[src/rtl/bsg_wormhole_link_framing_monitor.sv]
// rtl/bsg_wormhole_link_framing_monitor.sv - pass-through wormhole link stage with framing, count and stall monitoring
// Flits traverse a 2-entry elastic buffer untouched; framing is tracked on the input side.
module bsg_wormhole_link_framing_monitor #(
  parameter int flit_width_p  = 32,
  parameter int cord_width_p  = 5,
  parameter int len_width_p   = 3,
  parameter int max_len_p     = 7,
  parameter int stall_limit_p = 1024
) (
  input  logic                    clk_i,
  input  logic                    reset_i,
  input  logic                    v_i,
  input  logic [flit_width_p-1:0] data_i,
  output logic                    ready_and_o,
  output logic                    v_o,
  output logic [flit_width_p-1:0] data_o,
  input  logic                    ready_and_i,
  input  logic                    clear_i,
  output logic                    in_packet_o,
  output logic [31:0]             flit_count_o,
  output logic [31:0]             pkt_count_o,
  output logic                    len_err_o,
  output logic                    stall_o
);

  localparam int stall_w_lp = $clog2(stall_limit_p + 1);
  localparam logic [len_width_p-1:0] max_len_lp   = len_width_p'(max_len_p);
  localparam logic [stall_w_lp-1:0]  stall_lim_lp = stall_w_lp'(stall_limit_p);

  typedef enum logic {
    e_hdr,
    e_body
  } state_e;

  logic [flit_width_p-1:0] mem_r [2];
  logic                    wptr_r, rptr_r;
  logic [1:0]              count_r;
  logic                    enq, deq;

  state_e                  state_r, state_n;
  logic [len_width_p-1:0]  rem_r, rem_n;
  logic [len_width_p-1:0]  hdr_len;
  logic                    pkt_done, hdr_len_err;

  logic [31:0]             flit_count_r, pkt_count_r;
  logic                    len_err_r, stall_r;
  logic [stall_w_lp-1:0]   stall_cnt_r, stall_cnt_n;

  // Ready depends only on occupancy, so a full buffer never turns ready on a same-cycle dequeue.
  assign ready_and_o = (count_r != 2'd2);
  assign v_o         = (count_r != 2'd0);
  assign data_o      = mem_r[rptr_r];
  assign enq         = v_i & ready_and_o;
  assign deq         = v_o & ready_and_i;

  always_ff @(posedge clk_i or posedge reset_i) begin
    if (reset_i) begin
      wptr_r  <= 1'b0;
      rptr_r  <= 1'b0;
      count_r <= 2'd0;
    end else begin
      if (enq) wptr_r <= ~wptr_r;
      if (deq) rptr_r <= ~rptr_r;
      unique case ({enq, deq})
        2'b10:   count_r <= count_r + 2'd1;
        2'b01:   count_r <= count_r - 2'd1;
        default: count_r <= count_r;
      endcase
    end
  end

  always_ff @(posedge clk_i) begin
    if (enq) mem_r[wptr_r] <= data_i;
  end

  assign hdr_len     = data_i[cord_width_p +: len_width_p];
  assign in_packet_o = (state_r == e_body);

  always_ff @(posedge clk_i or posedge reset_i) begin
    if (reset_i) begin
      state_r <= e_hdr;
      rem_r   <= '0;
    end else begin
      state_r <= state_n;
      rem_r   <= rem_n;
    end
  end

  // An oversize header is flagged but the declared len is still followed.
  always_comb begin
    state_n     = state_r;
    rem_n       = rem_r;
    pkt_done    = 1'b0;
    hdr_len_err = 1'b0;
    if (enq) begin
      unique case (state_r)
        e_hdr: begin
          hdr_len_err = (hdr_len > max_len_lp);
          if (hdr_len == '0) begin
            pkt_done = 1'b1;
          end else begin
            rem_n   = hdr_len;
            state_n = e_body;
          end
        end
        e_body: begin
          rem_n = rem_r - 1'b1;
          if (rem_r == len_width_p'(1)) begin
            pkt_done = 1'b1;
            state_n  = e_hdr;
          end
        end
        default: state_n = e_hdr;
      endcase
    end
  end

  always_comb begin
    stall_cnt_n = '0;
    if (v_o & ~ready_and_i) begin
      stall_cnt_n = (stall_cnt_r == stall_lim_lp) ? stall_cnt_r : stall_cnt_r + 1'b1;
    end
  end

  // Clear takes priority over any same-cycle increment or flag set.
  always_ff @(posedge clk_i or posedge reset_i) begin
    if (reset_i) begin
      flit_count_r <= '0;
      pkt_count_r  <= '0;
      len_err_r    <= 1'b0;
      stall_r      <= 1'b0;
      stall_cnt_r  <= '0;
    end else if (clear_i) begin
      flit_count_r <= '0;
      pkt_count_r  <= '0;
      len_err_r    <= 1'b0;
      stall_r      <= 1'b0;
      stall_cnt_r  <= '0;
    end else begin
      if (enq)      flit_count_r <= flit_count_r + 32'd1;
      if (pkt_done) pkt_count_r  <= pkt_count_r + 32'd1;
      len_err_r   <= len_err_r | hdr_len_err;
      stall_r     <= stall_r | (stall_cnt_n == stall_lim_lp);
      stall_cnt_r <= stall_cnt_n;
    end
  end

  assign flit_count_o = flit_count_r;
  assign pkt_count_o  = pkt_count_r;
  assign len_err_o    = len_err_r;
  assign stall_o      = stall_r;

endmodule

[config.mk]
export PLATFORM = sky130hd
export DESIGN_NAME = bsg_wormhole_link_framing_monitor
export DESIGN_NICKNAME = d
export VERILOG_FILES = /design/src/rtl/bsg_wormhole_link_framing_monitor.sv
export SDC_FILE = /design/constraint.sdc
export NUM_CORES = 1
export LEC_CHECK = 0
export ABC_AREA = 0
export BUFFER_PORTS_ARGS = -buffer_cell sky130_fd_sc_hd__buf_2
export CAP_MARGIN = 20
export CORE_MARGIN = 3
export CORE_UTILIZATION = 59
export CTS_CLUSTER_SIZE = 24
export DETAILED_ROUTE_END_ITERATION = 16
export GPL_TIMING_DRIVEN = 1
export PLACE_DENSITY_LB_ADDON = 0.25
export SLEW_MARGIN = 20
export SYNTH_ARGS = -nofsm -noshare
export SYNTH_HDL_FRONTEND = slang
export SYNTH_SLANG_ARGS = --single-unit
[constraint.sdc]
create_clock -name clk_i -period 4.2 [get_ports clk_i]
set_input_delay 0.42 -clock clk_i [delete_from_list [all_inputs] [get_ports clk_i]]
set_output_delay 0.42 -clock clk_i [all_outputs]
set_load 0.02 [all_outputs]
==> flow_summary.toml, run 1 <==
[finish]
multiInputGateArea_mm2 = 0.00257
fin_util_pct = 74.3
drive_above_1_share_pct = 30.5
seq_area_mm2 = 0.00405
diodes = 0
fin_nets = 769
area_growth_pct = 20.0
fillCellCount = 747
final_cell_mix = "buf_2 (137), dfrtp_1 (85), edfxtp_1 (64)"
final_cell_area_mm2 = 0.00823
final_cells = 878
final_common_cell = "buf_2"

[route]
wl_mm = 15.1
drc = 0
viasPerCell = 5.76
first_pass_iters = 5
vias = 5055
final_antenna_net_count = 0
drtIter0Drc = 333
wire_per_inst_um = 17.1

[clocking]
cts_tree = "done"
cts.htree.levels = 4
clock-sinks = 149
cts_hold_buf = 0
cts_root_buf = "clkbuf_16"
cts_made_buffers = 17
path_clk_slew_ns = 0.06
cts_resized = 0
clockBufferDepth = 2
post_cts_buffers = 0
clkLatencyLatePin_ns = 0.42

[status]
status = "completed"

[global_routing]
use_met3_pct = 7.21
globalRouteMet1Util_pct = 30.5
grt_pass1_wl_mm = 24.1
grt_usage_pct = 23.8
grt_pass1_vias = 4924
grtUsageMet2_pct = 38.1
antenna_found_initial = 0
grt_start_max_net_pins = 69
grt-busiest-layer = "met2"
overflow = 0

[sta]
worst_pin_slew_ns = 0.971
hold_viol = 0
slew_viol_final = 0
fin_worst_skew_ns = 0.00668
setup_viol = 0
fin_crit_ns = 2.84
fmax_mhz = 352
holdWs_ns = 0.125
rsz0062_at_grt = "no"
setup_tns_ns = 0
fin_crit_sh_pct = 67.6
max_slew_margin_pct = 34.7

[setup_path]
endpoint_kind = "flop"
cp.required_ns = 4.54
crit_path_max_incr_delay_ns = 0.76
crit_chain = "nand2b_1 > nand4_1 > or4_4 > or4_1 > a21oi_1"
path_max_fanout = 13
start_kind = "flop"
arrival_ns = 3.18
slowest_stage = "or4_4"
path_class = "reg2reg"

[synth]
syn_inst = 586
yosys_most_used_dff = "dfrtp_1"
synth_seq_area_share_pct = 59.1
ys_warn_count = 0
syn-num-nets = 630
syn_area_mm2 = 0.00686
async_flop_share_pct = 57.0
synth_top_area_share_pct = 31.0
avgSynthCellArea_um2 = 11.7
ys_types = 53
synth_top_cell_by_area = "dfrtp_1"
synth_edf_count = 64
yosys-top-cells-area = "dfrtp_1 (31%), edfxtp_1 (28%), mux2_2 (5.7%)"
synth_seq_cells = 149

[pwr]
p_leak_nw = 3.42
ir_drop_mv = 0.529
pwr_density_cell_mw_per_mm2 = 534

[placement]
place_inst = 846
gp_congestion = 0.864
placed_area_mm2 = 0.00761
dp_hpwl_mm = 10.2
io_buffers = 137

[floorplanning]
die_h_um = 114
ios = 138
dieArea_mm2 = 0.0129
core-area_mm2 = 0.0111
start_util_pct = 61.9
row_count = 38
die_w_um = 114

[min_path]
hold_path_class = "in2async"

[job]
maxCapViolations = 0
-- cells in the mapped netlist, types with 6 or more instances --
cell type / count
dfrtp_1: 85
edfxtp_1: 64
nor2_1: 49
xnor2_1: 36
a21oi_1: 35
mux2_2: 35
nand2_1: 32
o21ai_0: 31
nand3_1: 30
inv_1: 24
or3_1: 24
nor3_1: 19
clkbuf_1: 14
nand4_1: 12
nor4_1: 11
xor2_1: 8
ha_1: 7
and3_1: 6
-- worst paths after layout --
kind / end / startpoint / cells past startpoint / slack [ns]
min in group clk_i: mem_r[1][4]$_DFFE_PP_ / data_i[4] / 1 / 0.18
worst min register to register: len_err_o$_DFF_PP0_ / len_err_o$_DFF_PP0_ / 1 / 0.49
max in group asynchronous: flit_count_o[2]$_DFFE_PP0P_ / reset_i / 3 / 3.23
worst min-delay path: flit_count_o[30]$_DFFE_PP0P_ / reset_i / 2 / 0.12
worst max register to register: flit_count_o[27]$_DFFE_PP0P_ / count_r[0]$_DFFE_PP0P_ / 5 / 1.36
worst max-delay path: flit_count_o[27]$_DFFE_PP0P_ / count_r[0]$_DFFE_PP0P_ / 5 / 1.36
-- stage by stage --
stage	power (mW)	setup slack [ns]
after detailed placement	2.85	1.46
after CTS	4.44	1.40
after global placement	2.81	1.55
final	4.40	1.36
after floorplan	2.56	1.49
after global routing	4.59	1.19
-- power by group --
group / internal, mW / total (mW) / leakage, nW / switching (mW)
Combinational: 0.380 / 0.969 / 1.36 / 0.589
Clock: 0.994 / 1.57 / 0.289 / 0.579
Sequential: 1.74 / 1.86 / 1.76 / 0.116
Total: 3.11 / 4.40 / 3.42 / 1.28
-- kinds of logic (layout without fill, tap and decap cells) --
family	count (synthesis)	in the layout	synth area share, %
simple gates	219	219	17.3
flops	149	149	59.1
compound gates	83	83	7.10
buf+inv	46	198	3.41
xor+xnor	44	44	5.62
mux	38	38	6.19
fa+ha+maj	7	7	1.28
-- per-layer routing --
layer	up-vias	part of all wire, %
met4	0	1.8
li1	2393	-
met1	2458	41
met5	-	0
met3	22	7.9
met2	182	49
-- worst max-delay path, delay by kind of cell, from the launching register on --
kind / cells / cell delay (ns)
AO/OA/AOI/OAI: 1 / 0.16
AND/OR/NAND/NOR: 4 / 2.17
flip-flops: 1 / 0.42
-- sequential cells by signal, indices dropped and copies added (netlist names) --
| register | flops |
|---|---|
| stall_cnt_r | 11 |
| stall_o | 1 |
| rptr_r | 1 |
| flit_count_o | 32 |
| len_err_o | 1 |
| pkt_count_o | 32 |
| count_r | 2 |
| mem_r | 64 |
| in_packet_o | 1 |
| rem_r | 3 |
| wptr_r | 1 |
-- area by class of cell --
type                    count  area share, %
clock buffers              20           5.31
clock inverters            12           2.16
inverters                  24           1.13
multi-input cells         391           31.3
flip-flops and latches    149           49.2
well taps                 140           2.13
repair buffers            142           8.79
Note: power is estimated with default switching activity, not from simulation.
==> run 2: changes to the inputs <==
--- a/config.mk
+++ b/config.mk
@@ -9,7 +9,7 @@
 export BUFFER_PORTS_ARGS = -buffer_cell sky130_fd_sc_hd__buf_2
 export CAP_MARGIN = 20
 export CORE_MARGIN = 3
-export CORE_UTILIZATION = 59
+export CORE_UTILIZATION = 50
 export CTS_CLUSTER_SIZE = 24
 export DETAILED_ROUTE_END_ITERATION = 16
 export GPL_TIMING_DRIVEN = 1
==> constraint.sdc (replaced) <==
create_clock -name clk_i -period 2.3 [get_ports clk_i]
set_input_delay 0.23 -clock clk_i [delete_from_list [all_inputs] [get_ports clk_i]]
set_output_delay 0.23 -clock clk_i [all_outputs]
set_load 0.02 [all_outputs]
==> run 2 against run 1 <==
Combinational power increased by 99%. Hold slack got worse by 0.11 ns. Critical path depth increased by 2.
==> flow_summary.toml, run 2 (synthesis gave the netlist of run 1 again) <==
[pwr]
ir_drop_mv = 0.543
p_leak_nw = 3.60
pwr_density_cell_mw_per_mm2 = 900
total_power_mw = 7.80

[clocking]
path_clk_slew_ns = 0.06
cts.htree.levels = 4
cts_tree = "done"
cts_made_buffers = 17
clockBufferDepth = 2
cts_root_buf = "clkbuf_16"
clock-sinks = 149
clkLatencyLatePin_ns = 0.42

[setup_path]
rrSetupSlack_ns = 0.14
worstReg2RegStart = "rem_r[1]$_DFFE_PP0P_"
cp.required_ns = 2.63
rr_worst_depth = 7
crit_chain = "inv_1 > ha_1 > and3b_2 > o211ai_4 > a2111o_1 > or3_1 > a21oi_1"
r2r-end = "pkt_count_o[30]$_DFFE_PP0P_"
path_class = "reg2reg"
arrival_ns = 2.49
endpoint_kind = "flop"
crit_path_max_incr_delay_ns = 0.59
start_kind = "flop"
slowest_stage = "a2111o_1"
path_max_fanout = 14

[sta]
max_slew_margin_pct = 47.7
worst_pin_slew_ns = 0.783
fin_crit_sh_pct = 93.9
fin_worst_skew_ns = 0.00604
slew_viol_final = 0
setup_tns_ns = 0
fmax_mhz = 463
fin_crit_ns = 2.16
fin_ws_ns = 0.141
setup_viol = 0
rsz0062_at_grt = "no"
hold_viol = 0

[route]
wire_per_inst_um = 15.6
final_antenna_net_count = 0
first_pass_iters = 5
vias = 5176
drtIter0Drc = 321
wl_mm = 14.9
viasPerCell = 5.40
drc = 0

[placement]
io_buffers = 137
dp_hpwl_mm = 10.4
dpl_worst_slack_ns = 0.119
place_inst = 899
gp_congestion = 0.859

[finish]
fillCellCount = 1055
final_cells = 959
area_growth_pct = 26.4
regMostFlops = "mem_r"
final_cell_mix = "buf_2 (137), dfrtp_1 (85), edfxtp_1 (64)"
drive_above_1_share_pct = 31.5
fin_nets = 815
final_common_cell = "buf_2"
fin_util_pct = 64.9
largest_reg_flops = 64
diodes = 0

[job]
maxCapViolations = 0

[floorplanning]
start_util_pct = 51.4
core-area_mm2 = 0.0133
dieArea_mm2 = 0.0152
ios = 138
die_w_um = 123
die_h_um = 123
row_count = 42

[min_path]
hp-start = "data_i[2]"
hold_path_class = "in2reg"
hold_path_end = "mem_r[1][2]$_DFFE_PP_"
hold_depth = 1

[global_routing]
antenna_found_initial = 2
grt_pass1_vias = 5033
grt_usage_pct = 20.0
overflow = 0
grt_start_max_net_pins = 69
grt_pass1_wl_mm = 23.9

[status]
status = "completed"
==> run 2: layer usage <==
metal  part of all wire (%)  global-route usage (%)
met1                     43                    25.2
met2                     50                    33.4
met3                    6.2                    6.22
met4                   0.90                    6.23
met5                   0.18                       0
==> run 2: worst max-delay path, delay by kind of cell (launching register included) <==
kind,cells,cell delay (ns)
simple gates,2,0.63
buf+inv,1,0.09
compound gates,3,0.84
flops,1,0.36
fa+ha+maj,1,0.15
==> run 2: repair_timing <==
| item | in CTS | in global routing |
|---|---|---|
| hold buffers | 29 | 0 |
| buffers inserted | 0 | 0 |
| resized for setup | 0 | 2 |
| hold endpoints to repair | 89 | 0 |
| setup endpoints to repair | 0 | 7 |
==> run 2: worst max-delay path by stage <==
stage,startpoint,endpoint,slack [ns],depth (start not counted)
final,rem_r[1]$_DFFE_PP0P_,pkt_count_o[30]$_DFFE_PP0P_,0.14,7
after global routing,rem_r[1]$_DFFE_PP0P_,pkt_count_o[30]$_DFFE_PP0P_,0.02,7
after CTS,rem_r[1]$_DFFE_PP0P_,pkt_count_o[23]$_DFFE_PP0P_,0.09,8
after detailed placement,rem_r[1]$_DFFE_PP0P_,pkt_count_o[23]$_DFFE_PP0P_,0.12,8
after global placement,rem_r[1]$_DFFE_PP0P_,pkt_count_o[23]$_DFFE_PP0P_,0.19,8
after floorplan,in_packet_o$_DFFE_PP0P_,pkt_count_o[25]$_DFFE_PP0P_,0.0007,7
==> run 2: power by group <==
group	leakage, nW	total [mW]	internal [mW]	switching (mW)
logic	1.57	1.93	0.805	1.13
registers	1.76	3.33	3.18	0.156
clock network	0.262	2.53	1.40	1.13
==> run 2: metrics by stage <==
stage	hold slack, ns	cell area, um2
floorplan	0.329	6860
global route	0.00681	8660
finish	0.0174	8660
global placement	0.416	7830
CTS	0.000302	8660
detailed placement	0.420	7830
==> run 2: area by class of cell <==
| cell class | count | area [um2] | area share (%) |
|---|---|---|---|
| clock buffer | 17 | 425 | 4.91 |
| clock inverter | 14 | 115 | 1.33 |
| inverter | 24 | 93.8 | 1.08 |
| multi-input combinational | 391 | 2580 | 29.8 |
| sequential | 149 | 4050 | 46.7 |
| tap | 176 | 220 | 2.54 |
| timing repair buffer | 188 | 1180 | 13.6 |
==> run 3: changes to the inputs <==
--- a/config.mk
+++ b/config.mk
@@ -13,7 +13,7 @@
 export CTS_CLUSTER_SIZE = 24
 export DETAILED_ROUTE_END_ITERATION = 16
 export GPL_TIMING_DRIVEN = 1
-export PLACE_DENSITY_LB_ADDON = 0.25
+export PLACE_DENSITY = 0.83
 export SLEW_MARGIN = 20
 export SYNTH_ARGS = -nofsm -noshare
 export SYNTH_HDL_FRONTEND = slang
==> run 3 against run 2 <==
Maximum frequency down 3.3%. Clock power is 11% higher. Register-to-register slack worse by 0.07 ns. Die area unchanged. Final area up 0.79%. Largest power group unchanged.
==> flow_summary.toml, run 3 (synthesis gave the netlist of run 1 again) <==
[setup_path]
crit_path_max_incr_delay_ns = 0.46
timing.critical_path.buf_inv = 3
cp.required_ns = 2.57
arrival_ns = 2.50
slowest_stage = "a2111o_1"
cp_top_family = "compound AO/OA/AOI/OAI gates"
crit_chain = "inv_1 > ha_1 > and3b_2 > o211ai_4 > a2111o_1 > buf_4 > buf_4 > o31ai_1 > a21oi_1"
crit_top_cell = "buf_4"
endpoint_kind = "flop"
start_kind = "flop"
path_max_fanout = 6
path_class = "reg2reg"

[pwr]
pwr_density_cell_mw_per_mm2 = 926
ir_drop_mv = 0.635
total_power_mw = 8.09
p_leak_nw = 3.63

[route]
final_antenna_net_count = 0
wl_mm = 15.5
viasPerCell = 5.41
drtIter0Drc = 331
wire_per_inst_um = 16.1
first_pass_iters = 4
vias = 5199
drc = 0

[sta]
hold_viol = 0
rsz0062_at_grt = "yes"
fin_ws_ns = 0.0665
fmax_mhz = 448
slew_viol_final = 0
fin_crit_sh_pct = 97.1
fin_crit_ns = 2.23
max_slew_margin_pct = 54.4
fin_worst_skew_ns = 0.0100
setup_viol = 0
worst_pin_slew_ns = 0.683

[placement]
io_buffers = 137
dp_hpwl_mm = 10.3
gp_congestion = 0.888
dpl_worst_slack_ns = 0.0618

[global_routing]
grt_pass1_wl_mm = 24.4
antenna_found_initial = 0
grt_pass1_vias = 5080
grt_usage_pct = 20.6
overflow = 0
grt_start_max_net_pins = 69

[floorplanning]
start_util_pct = 51.4
die_w_um = 123
ios = 138
row_count = 42
die_h_um = 123
core-area_mm2 = 0.0133
dieArea_mm2 = 0.0152

[finish]
multiInputGateArea_mm2 = 0.00258
fillCellCount = 1027
fin_nets = 817
area_growth_pct = 27.4
largest_reg_flops = 64
final_cell_mix = "buf_2 (137), dfrtp_1 (84), edfxtp_1 (64)"
final_common_cell = "buf_2"
diodes = 0
drive_above_1_share_pct = 32.1
regMostFlops = "mem_r"
seq_area_mm2 = 0.00405
fin_util_pct = 65.4

[job]
maxCapViolations = 0

[clocking]
clockBufferDepth = 2
cts.htree.levels = 4
path_clk_slew_ns = 0.06
cts_tree = "done"
cts_made_buffers = 17
cts_root_buf = "clkbuf_16"
clkLatencyLatePin_ns = 0.42
clock-sinks = 149

[status]
status = "completed"

[min_path]
hold_path_class = "in2reg"
## run 3: cell count changes in the layout (fill, tap and decap cells not counted), moves of 2 or more
cell        change
inv_6           -3
clkinvlp_2      -2
bufinv_16       +3
buf_4           +3
## run 3: worst paths after layout
path	startpoint	to	slack, ns	cells past startpoint
setup / recovery	rem_r[1]$_DFFE_PP0P_	pkt_count_o[31]$_DFFE_PP0P_	0.07	9
hold / removal	data_i[24]	mem_r[1][24]$_DFFE_PP_	0.03	1
setup reg to reg	rem_r[1]$_DFFE_PP0P_	pkt_count_o[31]$_DFFE_PP0P_	0.07	9
hold reg to reg	rptr_r$_DFFE_PP0P_	rptr_r$_DFFE_PP0P_	0.47	1
max in group asynchronous	reset_i	pkt_count_o[30]$_DFFE_PP0P_	1.35	4
min in group asynchronous	reset_i	pkt_count_o[8]$_DFFE_PP0P_	0.29	3
## run 3: routing by layer
metal  GRT usage (%)  vias up  share of wire, %
met5               0        -                 0
met4            5.95        0              0.41
met3            7.73        7               7.8
met2            35.0      156                51
met1            24.7     2551                41
li1                -     2485                 -
## run 3: cell type report
| type | count | share of cell area [%] |
|---|---|---|
| Clock buffer | 18 | 4.91 |
| Clock inverter | 13 | 1.96 |
| Inverter | 24 | 1.07 |
| Multi-Input combinational cell | 391 | 29.6 |
| Sequential cell | 149 | 46.4 |
| Tap cell | 176 | 2.52 |
| Timing Repair Buffer | 190 | 13.5 |
## run 3: repair_timing
item / in CTS / in global routing
resized for setup: 0 / 6
buffers inserted: 0 / 2
endpoints found under the hold margin: 59 / 2
endpoints found under the setup margin: 0 / 14
hold buffers: 27 / 1
## run 3: metrics by stage
step | setup TNS, ns | instances | instance area (um2) | hold WS [ns]
after floorplan | 0 | 586 | 6860 | 0.329
after global placement | 0 | 900 | 7820 | 0.168
after detailed placement | 0 | 900 | 7820 | 0.175
after CTS | 0 | 958 | 8690 | 0.000328
after global routing | -0.0341 | 961 | 8730 | 0.000502
final | 0 | 961 | 8730 | 0.0281
## run 3: report_power, final
group          switching, mW  internal, mW  leakage, nW  total, mW
sequential             0.134          3.18         1.76       3.31
combinational           1.17         0.796         1.58       1.97
clock                   1.08          1.72        0.293       2.80
